<file path="src/rtl/plaintext_block_packer_pkg.sv">
// Shared types and constants for the plaintext block packer and its pad-fill helper.
package plaintext_block_packer_pkg;

    typedef enum logic [1:0] {
        FILL = 2'd0,
        PAD  = 2'd1,
        HOLD = 2'd2
    } state_t;

    localparam int          BLOCK_BYTES    = 8;
    localparam logic [63:0] FULL_PAD_BLOCK = 64'h0808_0808_0808_0808;

    // Bit position of the LSB of byte lane idx; lane 0 is the first byte, in [63:56].
    function automatic logic [5:0] lane_lsb(input logic [2:0] idx);
        return 6'd56 - {idx, 3'b000};
    endfunction

endpackage

</file>
<file path="src/rtl/plaintext_block_packer_pad_fill.sv">
// Combinational PKCS#7 (or zero) fill of the unused low byte lanes of a partial block.
module pkcs_pad_fill
    import plaintext_block_packer_pkg::*;
#(
    parameter int PAD_ENABLE = 1
) (
    input  logic [63:0] blk_in,
    input  logic [2:0]  byte_cnt,
    output logic [63:0] blk_out,
    output logic [3:0]  pad_len
);

    logic [3:0] n;
    logic [7:0] fill;

    always_comb begin
        n       = 4'd8 - {1'b0, byte_cnt};
        fill    = (PAD_ENABLE != 0) ? {4'b0000, n} : 8'h00;
        pad_len = (PAD_ENABLE != 0) ? n : 4'd0;
        blk_out = blk_in;
        // Lanes at or beyond byte_cnt hold no message data.
        for (int i = 0; i < 8; i++) begin
            if (3'(i) >= byte_cnt) begin
                blk_out[lane_lsb(3'(i)) +: 8] = fill;
            end
        end
    end

endmodule

</file>
<file path="src/rtl/plaintext_block_packer.sv">
// Packs a byte stream into 64-bit plaintext blocks with PKCS#7 final-block padding.
module plaintext_block_packer
    import plaintext_block_packer_pkg::*;
#(
    parameter int PAD_ENABLE  = 1,
    parameter int BLOCK_BYTES = plaintext_block_packer_pkg::BLOCK_BYTES
) (
    input  logic        clk,
    input  logic        rst,
    input  logic [7:0]  s_data,
    input  logic        s_valid,
    input  logic        s_last,
    output logic        s_ready,
    output logic [63:0] m_block,
    output logic        m_valid,
    output logic        m_last,
    output logic [3:0]  m_pad_len,
    input  logic        m_ready
);

    if (BLOCK_BYTES != 8) begin : g_bad_block_bytes
        $error("plaintext_block_packer supports only BLOCK_BYTES == 8");
    end

    state_t      state_q, state_d;
    logic [2:0]  byte_cnt_q, byte_cnt_d;
    logic        pend_pad_q, pend_pad_d;
    logic [63:0] m_block_q, m_block_d;
    logic        m_valid_q, m_valid_d;
    logic        m_last_q, m_last_d;
    logic [3:0]  m_pad_len_q, m_pad_len_d;

    logic [63:0] pad_blk;
    logic [3:0]  pad_len;
    logic        byte_acc;
    logic        blk_acc;

    pkcs_pad_fill #(
        .PAD_ENABLE (PAD_ENABLE)
    ) u_pad_fill (
        .blk_in   (m_block_q),
        .byte_cnt (byte_cnt_q),
        .blk_out  (pad_blk),
        .pad_len  (pad_len)
    );

    assign s_ready   = (state_q == FILL) && !rst;
    assign byte_acc  = s_valid && s_ready;
    assign blk_acc   = m_valid_q && m_ready;
    assign m_block   = m_block_q;
    assign m_valid   = m_valid_q;
    assign m_last    = m_last_q;
    assign m_pad_len = m_pad_len_q;

    always_comb begin
        state_d     = state_q;
        byte_cnt_d  = byte_cnt_q;
        pend_pad_d  = pend_pad_q;
        m_block_d   = m_block_q;
        m_last_d    = m_last_q;
        m_pad_len_d = m_pad_len_q;

        case (state_q)
            FILL: begin
                if (byte_acc) begin
                    m_block_d[lane_lsb(byte_cnt_q) +: 8] = s_data;
                    byte_cnt_d = byte_cnt_q + 3'd1;
                    if (byte_cnt_q == 3'd7) begin
                        state_d     = HOLD;
                        m_pad_len_d = 4'd0;
                        m_last_d    = s_last && (PAD_ENABLE == 0);
                        pend_pad_d  = s_last && (PAD_ENABLE != 0);
                    end else if (s_last) begin
                        state_d = PAD;
                    end
                end
            end
            PAD: begin
                m_block_d   = pad_blk;
                m_pad_len_d = pad_len;
                m_last_d    = 1'b1;
                state_d     = HOLD;
            end
            HOLD: begin
                if (blk_acc) begin
                    // A message that ended on a block boundary still owes a full pad block.
                    if (pend_pad_q) begin
                        m_block_d   = FULL_PAD_BLOCK;
                        m_pad_len_d = 4'd8;
                        m_last_d    = 1'b1;
                        pend_pad_d  = 1'b0;
                    end else begin
                        state_d    = FILL;
                        byte_cnt_d = 3'd0;
                    end
                end
            end
            default: begin
                state_d = FILL;
            end
        endcase

        m_valid_d = (state_d == HOLD);
    end

    always_ff @(posedge clk) begin
        if (rst) begin
            state_q     <= FILL;
            byte_cnt_q  <= 3'd0;
            pend_pad_q  <= 1'b0;
            m_block_q   <= 64'd0;
            m_valid_q   <= 1'b0;
            m_last_q    <= 1'b0;
            m_pad_len_q <= 4'd0;
        end else begin
            state_q     <= state_d;
            byte_cnt_q  <= byte_cnt_d;
            pend_pad_q  <= pend_pad_d;
            m_block_q   <= m_block_d;
            m_valid_q   <= m_valid_d;
            m_last_q    <= m_last_d;
            m_pad_len_q <= m_pad_len_d;
        end
    end

endmodule

</file>
<file path="config.mk">
export PLATFORM = sky130hd
export DESIGN_NAME = plaintext_block_packer
export DESIGN_NICKNAME = d
export VERILOG_FILES = /design/src/rtl/plaintext_block_packer_pkg.sv /design/src/rtl/plaintext_block_packer_pad_fill.sv /design/src/rtl/plaintext_block_packer.sv
export SDC_FILE = /design/constraint.sdc
export NUM_CORES = 1
export LEC_CHECK = 0
export BUFFER_PORTS_ARGS = -buffer_cell sky130_fd_sc_hd__buf_2
export CAP_MARGIN = 0
export CORE_MARGIN = 4
export CORE_UTILIZATION = 52
export DETAILED_ROUTE_END_ITERATION = 8
export HOLD_SLACK_MARGIN = 0.02
export PLACE_DENSITY = 0.83
export SYNTH_ARGS = -nofsm -noshare
export SYNTH_HDL_FRONTEND = slang
export SYNTH_HIERARCHICAL = 1
export SYNTH_SLANG_ARGS = --single-unit
</file>
<file path="constraint.sdc">
create_clock -name clk -period 3.3 [get_ports clk]
set_input_delay 0.165 -clock clk [delete_from_list [all_inputs] [get_ports clk]]
set_output_delay 0.165 -clock clk [all_outputs]
set_load 0.02 [all_outputs]
</file>
==> results of run 1 <==
==> cell usage in the layout, fill, tap and decap left out, drive strengths merged, types with 6 or more instances in the layout <==
master	instances
buf	94
a21oi	85
dfxtp	76
a211oi	42
a32oi	41
nor3	34
nor2	27
and2	23
mux2	16
nor2b	15
a2111oi	15
nand2b	15
ha	14
inv	13
clkbuf	10
a311oi	8
o21ai	8
a31oi	7
nand3	7
nand2	7
a31o	7
and3	6
==> through the flow <==
| step | util, % | std cells | hold slack, ns |
|---|---|---|---|
| floorplan | - | 567 | 0.4232 |
| global route | 58.94 | 740 | 0.2409 |
| CTS | 58.94 | 740 | 0.2097 |
| global placement | 56.86 | 724 | 0.4571 |
| finish | 58.94 | 740 | 0.2090 |
| detailed placement | 56.86 | 724 | 0.4646 |
==> worst register-to-register path: cells and delay by family, from the launching register on <==
| kind | cells | cell delay (ns) |
|---|---|---|
| flops | 1 | 0.77 |
| fa+ha+maj | 1 | 0.53 |
| compound gates | 3 | 0.91 |
| buf+inv | 1 | 0.28 |
| simple gates | 1 | 0.26 |
==> logic make-up (layout without fill, tap and decap cells) <==
logic type      after synthesis  after routing
other cells                   1              4
compound gates              228            228
simple gates                144            144
mux                          21             21
fa+ha+maj                    14             14
buf+inv                      80            124
flops                        76             76
==> area by class of cell <==
cell class	count	area (um2)
Tap cell	129	161.4
Fill cell	831	3812
Multi-Input combinational cell	411	3015
Clock buffer	10	127.6
Timing Repair Buffer	94	523.0
Clock inverter	6	65.06
Inverter	14	57.56
Sequential cell	76	1521
==> worst paths after layout <==
path | slack, ns | end
max | 0.45 | flip-flop
min | 0.21 | pend_pad_q
max reg2reg | 0.45 | flip-flop
min reg2reg | 0.48 | m_pad_len[1]
==> power groups by stage <==
stage / sequential [mW] / combinational (mW) / clock, mW
final: 1.07 / 0.904 / 0.713
after global routing: 1.08 / 0.970 / 0.756
after CTS: 1.07 / 0.889 / 0.715
after detailed placement: 1.09 / 0.886 / 0
after global placement: 1.09 / 0.858 / 0
after floorplan: 1.17 / 0.598 / 0
==> cell usage after synthesis, types with 7 or more instances <==
cell type and n:
a211oi_2 17, ha_1 14, dfxtp_1 76, nor2_1 25
buf_4 12, nor3_1 32, and2_1 21, buf_2 21
o21ai_0 7, mux2_2 14, buf_6 9, a311oi_1 8
nor2b_1 15, a211oi_1 25, clkbuf_1 23, inv_1 10
nand2b_1 14, a32oi_1 41, a2111oi_0 15, a21oi_1 84
==> routing by layer <==
metal | vias up | part of all wire [%]
li1 | 2232 | -
met1 | 2303 | 42
met2 | 260 | 46
met3 | 41 | 8.2
met4 | 0 | 2.9
met5 | - | 0
==> reports/qor.csv, run 1 <==
stage;metric;value;unit
final_layout;nets;633;
cts;clk_path_buf_depth;2;
logic_synthesis;netlist_instances;564;
cts;clock_sink_count;76;
cts;cts_resized;0;
setup_path;cp.depth;6;
global_routing;grt_pass1_vias;4724;
worst_hold_path;hold_class;primary input to flip-flop;
logic_synthesis;ys.flop_type;dfxtp_1;
cts;cts_hold_buf;0;
logic_synthesis;synthXorXnorAreaFrac;0;%
logic_synthesis;synth-compound-area-share;34.77;%
die;core;9284;um2
worst_hold_path;hp-start;s_last;
die;die_w;105.8;um
placement;hpwlAfterDp;9745;um
timing;rsz0062_at_grt;no;
timing;finalSetupTns;0;ns
cts;root_buffer;clkbuf_8;
placement;port_buffers;83;
power;ir_drop;230.9;uV
logic_synthesis;synth_top_cell_by_area;dfxtp_1;
setup_path;crit_path_top_delay_cell;dfxtp_1;
global_routing;grt-busiest-layer;met2;
power;power_density;491.5;nW/um2
global_routing;met3_usage;4.654;%
logic_synthesis;synthMuxAreaShare;4.783;%
logic_synthesis;synth.avg_cell_area;8.812;um2
logic_synthesis;synth_top_family_by_area;compound AO/OA/AOI/OAI gates;
setup_path;crit_family;compound AO/OA/AOI/OAI gates;
cts;path_clk_slew;0.08;ns
setup_path;worstRegToRegCells;6;
outcome;status;finished clean;
timing;maxSlewHeadroom;42.36;%
setup_path;crit_chain;inv_1 > ha_1 > nand2b_1 > o21ai_2 > a21oi_1 > a311oi_1;
setup_path;crit_buf_inv;1;
timing;fin_ws;0.4464;ns
die;die_area;11190;um2
setup_path;startpoint;byte_cnt_q[0];
placement;pre_cts_ws;0.5477;ns
worst_hold_path;hold_path_depth;4;
power;clkPwrFrac;26.5;%
setup_path;r2r_start;byte_cnt_q[0];
logic_synthesis;synthAdderAreaFrac;3.525;%
global_routing;grt_max_degree;51;
setup_path;path_class;flip-flop to flip-flop;
global_routing;grt_use_met1;34.90;%
final_layout;drive_above_1_share;27.82;%
timing;finalCriticalPeriod;2.854;ns
power;switching_share;38.33;%
logic_synthesis;ys_types;65;
power;power;2.689;mW
detailed_routing;drtIter0Drc;493;
logic_synthesis;synth-edff-count;0;
detailed_routing;drcViolationCount;0;
power;p_sw;1.031;mW
final_layout;final_area;5472;um2
setup_path;cp.required;3.56;ns
logic_synthesis;async_flop_share;0;%
timing;slew_violations;0;
global_routing;grt_pass1_wl;24160;um
timing;setup-violations-final;0;
cts;htree_num_levels;3;
power;intPower;1.658;mW
global_routing;gr-total-overflow;0;
final_layout;syn_to_final_growth;10.10;%
logic_synthesis;synth_seq_area_share;30.61;%
global_routing;use_met2;40.44;%
flow_run;cap_viol_max_count;0;
detailed_routing;dr.pass1.iters;5;
logic_synthesis;synth_area_leaders;dfxtp_1 31%, a21oi_1 8.5%, a32oi_1 7.2%;
timing;hold_violations;0;
die;num_rows;35;
detailed_routing;vias;4836;
timing;min_period_over_period;86.47;%
global_routing;globalRouteTotalUtil;26.01;%
timing;worst_pin_slew;0.8646;ns
detailed_routing;drt-total-wl;14710;um
die;die_height;105.8;um
logic_synthesis;synth_area;4970;um2
final_layout;n_antenna_cell;0;
setup_path;critPathMaxStageDelay;0.77;ns
power;p_comb_share;33.6;%
global_routing;antenna_found_initial;0;
detailed_routing;post_drt_wl_per_cell;19.88;um
setup_path;critPathCaptureType;flip-flop;
logic_synthesis;yosys_warnings;6;
placement;routabilityCongestion;0.9182;
timing;skew;0.01126;ns
die;pin_count;84;
logic_synthesis;synth-simple-area-share;17.27;%
cts;cts_setup_buffers;0;
placement;placed_area;5279;um2
power;p_leak;1.950;nW
cts;clock_latency;0.36;ns
setup_path;start_kind;flip-flop;
detailed_routing;via_per_inst;6.535;
detailed_routing;postRouteAntennaNets;0;
cts;cts_inserted_buffers;9;
setup_path;path_max_fanout;16;
logic_synthesis;synth_top_cell_area_share;30.61;%
power;seqPwrFrac;39.9;%
cts;cts_tree;yes;
logic_synthesis;ys_ff_latch;76;
setup_path;cp.arrival;3.11;ns
timing;fmax;350.4;MHz
die;initial_core_util;53.53;%
Power figures use the tool's default switching activity.
==> run 2: changes to the inputs <==
BUFFER_PORTS_ARGS = unset   (was -buffer_cell sky130_fd_sc_hd__buf_2)
CORE_MARGIN = unset   (was 4)
DONT_BUFFER_PORTS = 1   (was unset)
PLACE_DENSITY = 0.75   (was 0.83)
clock period = 3.45 ns   (was 3.3 ns; I/O delays follow)
==> reports/qor.csv, run 2 (synthesis gave the netlist of run 1 again) <==
stage;metric;value;unit
setup_path;path_max_fanout;19;
global_routing;gr-total-overflow;0;
setup_path;r2r_setup_slack;0.60;ns
final_layout;layout_commonest_cell;a21oi_1;
timing;hold_violations;0;
global_routing;grt_max_degree;78;
setup_path;crit_buf_inv;0;
cts;cts_tree;yes;
final_layout;final_util;54.54;%
detailed_routing;drcViolationCount;0;
detailed_routing;drt-total-wl;13840;um
setup_path;r2r_start;byte_cnt_q[1];
die;pin_count;84;
detailed_routing;via_per_inst;6.769;
power;ir_drop;317.7;uV
cts;path_clk_slew;0.08;ns
global_routing;grt_pass1_wl;22150;um
timing;fmax;350.4;MHz
placement;placed_cells;638;
detailed_routing;vias;4420;
final_layout;mostFrequentLayoutCells;84 x a21oi_1, 76 x dfxtp_1, 41 x a32oi_1;
setup_path;path_class;flip-flop to flip-flop;
timing;finalCriticalPeriod;2.854;ns
power;power_density;482.3;nW/um2
setup_path;crit_top_cell;ha_1;
cts;cts_resized;0;
timing;slew_violations;0;
die;die_w;99.76;um
die;initial_core_util;53.78;%
outcome;status;finished clean;
timing;min_period_over_period;82.71;%
setup_path;worstRegToRegCells;6;
cts;clock_sink_count;76;
cts;cts_hold_buf;1;
worst_hold_path;hold_class;primary input to flip-flop;
timing;maxSlewHeadroom;38.70;%
worst_hold_path;hold_end;byte_cnt_q[0];
setup_path;crit_chain;ha_1 > ha_1 > nand4b_1 > o21ai_2 > a21oi_1 > a311oi_1;
detailed_routing;dr.pass1.iters;4;
die;die_area;9952;um2
cts;root_buffer;clkbuf_8;
final_layout;drive_above_1_share;15.65;%
timing;finalSetupTns;0;ns
worst_hold_path;hold_path_depth;3;
timing;rsz0062_at_grt;no;
flow_run;cap_viol_max_count;0;
worst_hold_path;hp-start;s_valid;
placement;hpwlAfterDp;9098;um
detailed_routing;post_drt_wl_per_cell;21.20;um
cts;cts_inserted_buffers;9;
timing;skew;0.008733;ns
detailed_routing;postRouteAntennaNets;0;
cts;clock_latency;0.35;ns
placement;port_buffers;0;
setup_path;crit_path_top_delay_cell;dfxtp_1;
final_layout;syn_to_final_growth;1.410;%
global_routing;globalRouteTotalUtil;27.94;%
timing;worst_pin_slew;0.9195;ns
cts;clk_path_buf_depth;2;
setup_path;start_kind;flip-flop;
setup_path;crit_family;compound AO/OA/AOI/OAI gates;
final_layout;n_antenna_cell;0;
setup_path;cp.arrival;3.12;ns
detailed_routing;drtIter0Drc;412;
timing;setup-violations-final;0;
global_routing;grt_pass1_vias;4035;
placement;routabilityCongestion;0.9173;
final_layout;finalNonFillerCells;653;
setup_path;critPathCaptureType;flip-flop;
setup_path;cp.required;3.71;ns
global_routing;antenna_found_initial;0;
setup_path;critPathMaxStageDelay;0.85;ns
die;core;9240;um2
cts;htree_num_levels;3;
final_layout;nets;548;
die;num_rows;35;
cts;cts_setup_buffers;0;
die;die_height;99.76;um
power;p_leak;1.521;nW
-- run 2: cell types whose count changed in the layout (fill, tap and decap cells not counted) --
cell / change
clkinv_2: +1
buf_4: -3
buf_2: -83
buf_16: +1
clkbuf_1: +1
clkinvlp_4: -4
-- run 2: final cells by class --
| type | instances | area, um2 |
|---|---|---|
| Fill cell | 845 | 4200 |
| Multi-Input combinational cell | 411 | 3015 |
| Sequential cell | 76 | 1521 |
| Tap cell | 129 | 161.4 |
| Clock buffer | 11 | 131.4 |
| Timing Repair Buffer | 9 | 112.6 |
| Inverter | 14 | 57.56 |
| Clock inverter | 3 | 40.04 |
-- run 2: worst max-delay path by stage --
stage | end | cells past startpoint | slack [ns] | from
final | flip-flop | 6 | 0.60 | byte_cnt_q[1]
after global routing | flip-flop | 6 | 0.35 | byte_cnt_q[1]
after CTS | flip-flop | 6 | 0.63 | byte_cnt_q[1]
after detailed placement | flip-flop | 6 | 0.64 | byte_cnt_q[1]
after global placement | flip-flop | 6 | 0.81 | byte_cnt_q[1]
after floorplan | flip-flop | 8 | 1.15 | byte_cnt_q[0]
-- run 2: where the power goes --
group / internal [mW] / leakage [nW] / switching, mW
Sequential: 0.956 / 0.618 / 0.174
Clock: 0.325 / 0.0890 / 0.316
Combinational: 0.244 / 0.814 / 0.417
-- run 2: layer usage --
metal	GRT usage [%]	routed length [um]	vias up
met1	36.36	5935	2127
met2	43.93	6443	196
met3	7.941	1173	27
li1	-	-	2070
met4	10.18	292	0
met5	0	0	-
-- run 2: worst reg2reg max path, cell delays in order, from the launching register on --
cell and delay (ns):
dfxtp_1 0.85, ha_1 0.32, ha_1 0.36, nand4b_1 0.30
o21ai_2 0.52, a21oi_1 0.15, a311oi_1 0.27
-- run 2: per-stage QoR --
| step | setup slack, ns | cell area, um2 | power [mW] | hold WS [ns] |
|---|---|---|---|---|
| 2_1_floorplan | 1.149 | 4981 | 1.692 | 0.4307 |
| 3_3_place_gp | 0.8149 | 4841 | 1.758 | 0.2517 |
| 3_5_place_dp | 0.6388 | 4841 | 1.781 | 0.2539 |
| 4_1_cts | 0.6267 | 5040 | 2.429 | 0.08436 |
| 5_1_grt | 0.3516 | 5040 | 2.540 | 0.09888 |
| 6_report | 0.5964 | 5040 | 2.431 | 0.09162 |
==> run 3: changes to the inputs <==
ABC_AREA = 1   (was unset)
clock period = 3 ns   (was 3.45 ns; I/O delays follow)
==> reports/qor.csv, run 3 <==
stage;metric;value;unit
outcome;status;finished clean;
placement;routabilityCongestion;0.8736;
timing;setup-violations-final;0;
logic_synthesis;synth.avg_cell_area;5.777;um2
logic_synthesis;synth_area_leaders;dfxtp_1 28%, nand2_1 25%, nor2_1 12%;
final_layout;finalNonFillerCells;1066;
final_layout;n_antenna_cell;0;
global_routing;gr-total-overflow;0;
logic_synthesis;netlist_instances;950;
power;power_density;609.3;nW/um2
setup_path;worstRegToRegCells;8;
worst_hold_path;hold_class;primary input to flip-flop;
placement;hpwlAfterDp;9855;um
detailed_routing;vias;5330;
setup_path;cp.required;3.32;ns
timing;fmax;434.1;MHz
global_routing;antenna_found_initial;0;
timing;skew;0.01344;ns
logic_synthesis;synth_seq_area_share;27.72;%
placement;port_buffers;0;
cts;clk_path_buf_depth;2;
global_routing;globalRouteTotalUtil;26.79;%
die;die_height;104.7;um
timing;worst_pin_slew;0.5611;ns
final_layout;mostFrequentLayoutCells;362 x nand2_1, 179 x nor2_1, 136 x inv_1;
logic_synthesis;ys.flop_type;dfxtp_1;
die;die_area;10970;um2
logic_synthesis;synth-compound-area-share;6.065;%
worst_hold_path;hp-start;s_last;
timing;finalSetupTns;0;ns
logic_synthesis;synth_top_cell_by_area;dfxtp_1;
logic_synthesis;yosys_warnings;6;
cts;path_clk_slew;0.08;ns
global_routing;grt_max_degree;44;
setup_path;start_kind;flip-flop;
global_routing;grt_pass1_wl;23640;um
logic_synthesis;yosysMostFrequentCell;nand2_1;
logic_synthesis;synth_top_family_by_area;simple AND/OR/NAND/NOR gates;
die;num_rows;37;
power;ir_drop;228.8;uV
detailed_routing;drtIter0Drc;407;
timing;maxSlewHeadroom;62.54;%
setup_path;critPathCaptureType;flip-flop;
logic_synthesis;synth_top_cell_area_share;27.72;%
logic_synthesis;ys_types;31;
timing;min_period_over_period;76.80;%
detailed_routing;drt-total-wl;13970;um
logic_synthesis;ys_ff_latch;76;
die;core;10280;um2
logic_synthesis;async_flop_share;0;%
worst_hold_path;hold_end;pend_pad_q;
timing;rsz0062_at_grt;no;
cts;cts_inserted_buffers;9;
detailed_routing;drcViolationCount;0;
timing;slew_violations;0;
logic_synthesis;synthAdderAreaFrac;3.192;%
cts;clock_latency;0.37;ns
cts;root_buffer;clkbuf_8;
cts;clock_sink_count;76;
cts;cts_setup_buffers;0;
logic_synthesis;synthMuxAreaShare;0;%
final_layout;layout_commonest_cell;nand2_1;
detailed_routing;via_per_inst;5.000;
detailed_routing;post_drt_wl_per_cell;13.10;um
worst_hold_path;hold_path_depth;4;
final_layout;drive_above_1_share;5.806;%
detailed_routing;postRouteAntennaNets;0;
timing;hold_violations;0;
timing;finalCriticalPeriod;2.304;ns
logic_synthesis;synthTopCellsByCount;362 x nand2_1, 179 x nor2_1, 137 x inv_1, 76 x dfxtp_1, 37 x o21ai_0;
setup_path;path_class;flip-flop to flip-flop;
cts;cts_tree;yes;
cts;htree_num_levels;3;
die;die_w;104.7;um
logic_synthesis;synth-simple-area-share;47.29;%
final_layout;syn_to_final_growth;2.280;%
setup_path;path_max_fanout;15;
flow_run;cap_viol_max_count;0;
final_layout;nets;954;
placement;placed_cells;1051;
power;p_leak;3.116;nW
cts;cts_resized;0;
die;pin_count;84;
logic_synthesis;synthXorXnorAreaFrac;0;%
logic_synthesis;synth_area;5488;um2
detailed_routing;dr.pass1.iters;5;
setup_path;r2r_setup_slack;0.70;ns
logic_synthesis;synth-edff-count;0;
global_routing;grt_pass1_vias;4840;
die;initial_core_util;53.40;%
setup_path;r2r_start;byte_cnt_q[0];
setup_path;cp.arrival;2.62;ns
[run 3: changes by cell type in the layout (fill, tap and decap cells not counted), moves of 25 or more]
cell      previous run  this run
a211oi_1            25         0
nor2_1              25       179
nand2_1              5       362
inv_1               10       136
nor3_1              32         0
a32oi_1             41         0
o21ai_0              7        37
a21oi_1             84        19
[run 3: through the flow]
step           setup WS (ns)  power [mW]  hold slack, ns  instance area, um2  utilization (%)
6_report              0.6961       3.420         0.05886                5613            54.61
5_1_grt               0.4079       3.661         0.06652                5613            54.61
4_1_cts               0.7428       3.429         0.04508                5613            54.61
3_5_place_dp          0.7577       2.558          0.2219                5398            52.52
3_3_place_gp          0.7729       2.539          0.2208                5398            52.52
2_1_floorplan         0.9079       2.389          0.3211                5499                -
[run 3: layout make-up]
cell class / count / area [um2]
well taps: 136 / 170.2
fillers: 1088 / 4664
multi-input cells: 692 / 3118
clock inverters: 2 / 60.06
flip-flops and latches: 76 / 1521
inverters: 142 / 538.0
clock buffers: 12 / 145.1
repair buffers: 6 / 60.06
[run 3: repair_timing]
| item | CTS | global route |
|---|---|---|
| hold endpoints to repair | 12 | 0 |
| setup endpoints to repair | 0 | 0 |
| hold buffers | 1 | 0 |
[run 3: how the worst max path moves through the flow]
stage / start / endpoint / slack [ns] / cells after the start
finish: byte_cnt_q[0] / flip-flop / 0.70 / 8
global route: byte_cnt_q[0] / flip-flop / 0.41 / 10
CTS: byte_cnt_q[0] / flip-flop / 0.74 / 10
detailed placement: byte_cnt_q[0] / flip-flop / 0.76 / 10
global placement: byte_cnt_q[0] / flip-flop / 0.77 / 8
floorplan: byte_cnt_q[1] / flip-flop / 0.91 / 10
[run 3: report_power, final]
group	leakage [nW]	internal, mW	total [mW]	switching [mW]
combinational	2.40	0.335	1.11	0.772
sequential	0.618	1.15	1.44	0.296
clock	0.103	0.483	0.868	0.385
[run 3: critical path, stage by stage (launching register included)]
cell and delay [ns]:
dfxtp_1 0.68, inv_2 0.17, ha_1 0.44, inv_1 0.09, nor2_1 0.32, nand2_1 0.20, o21ai_0 0.19, nor2_1 0.06
nor2_1 0.09
[run 3: kinds of logic (layout without fill, tap and decap cells)]
logic type	count (synthesis)	after routing
AND/OR/NAND/NOR	611	611
buffers and inverters	185	162
flip-flops	76	76
AO/OA/AOI/OAI	63	63
adder cells (fa/ha/maj)	14	14
other	1	4
[run 3: per-layer routing]
layer / routed length (um) / global-route usage [%] / up-vias
met2: 6245 / 42.38 / 178
li1: - / - / 2770
met5: 0 / 0 / -
met3: 1171 / 6.613 / 20
met1: 6270 / 34.71 / 2362
met4: 277 / 11.17 / 0
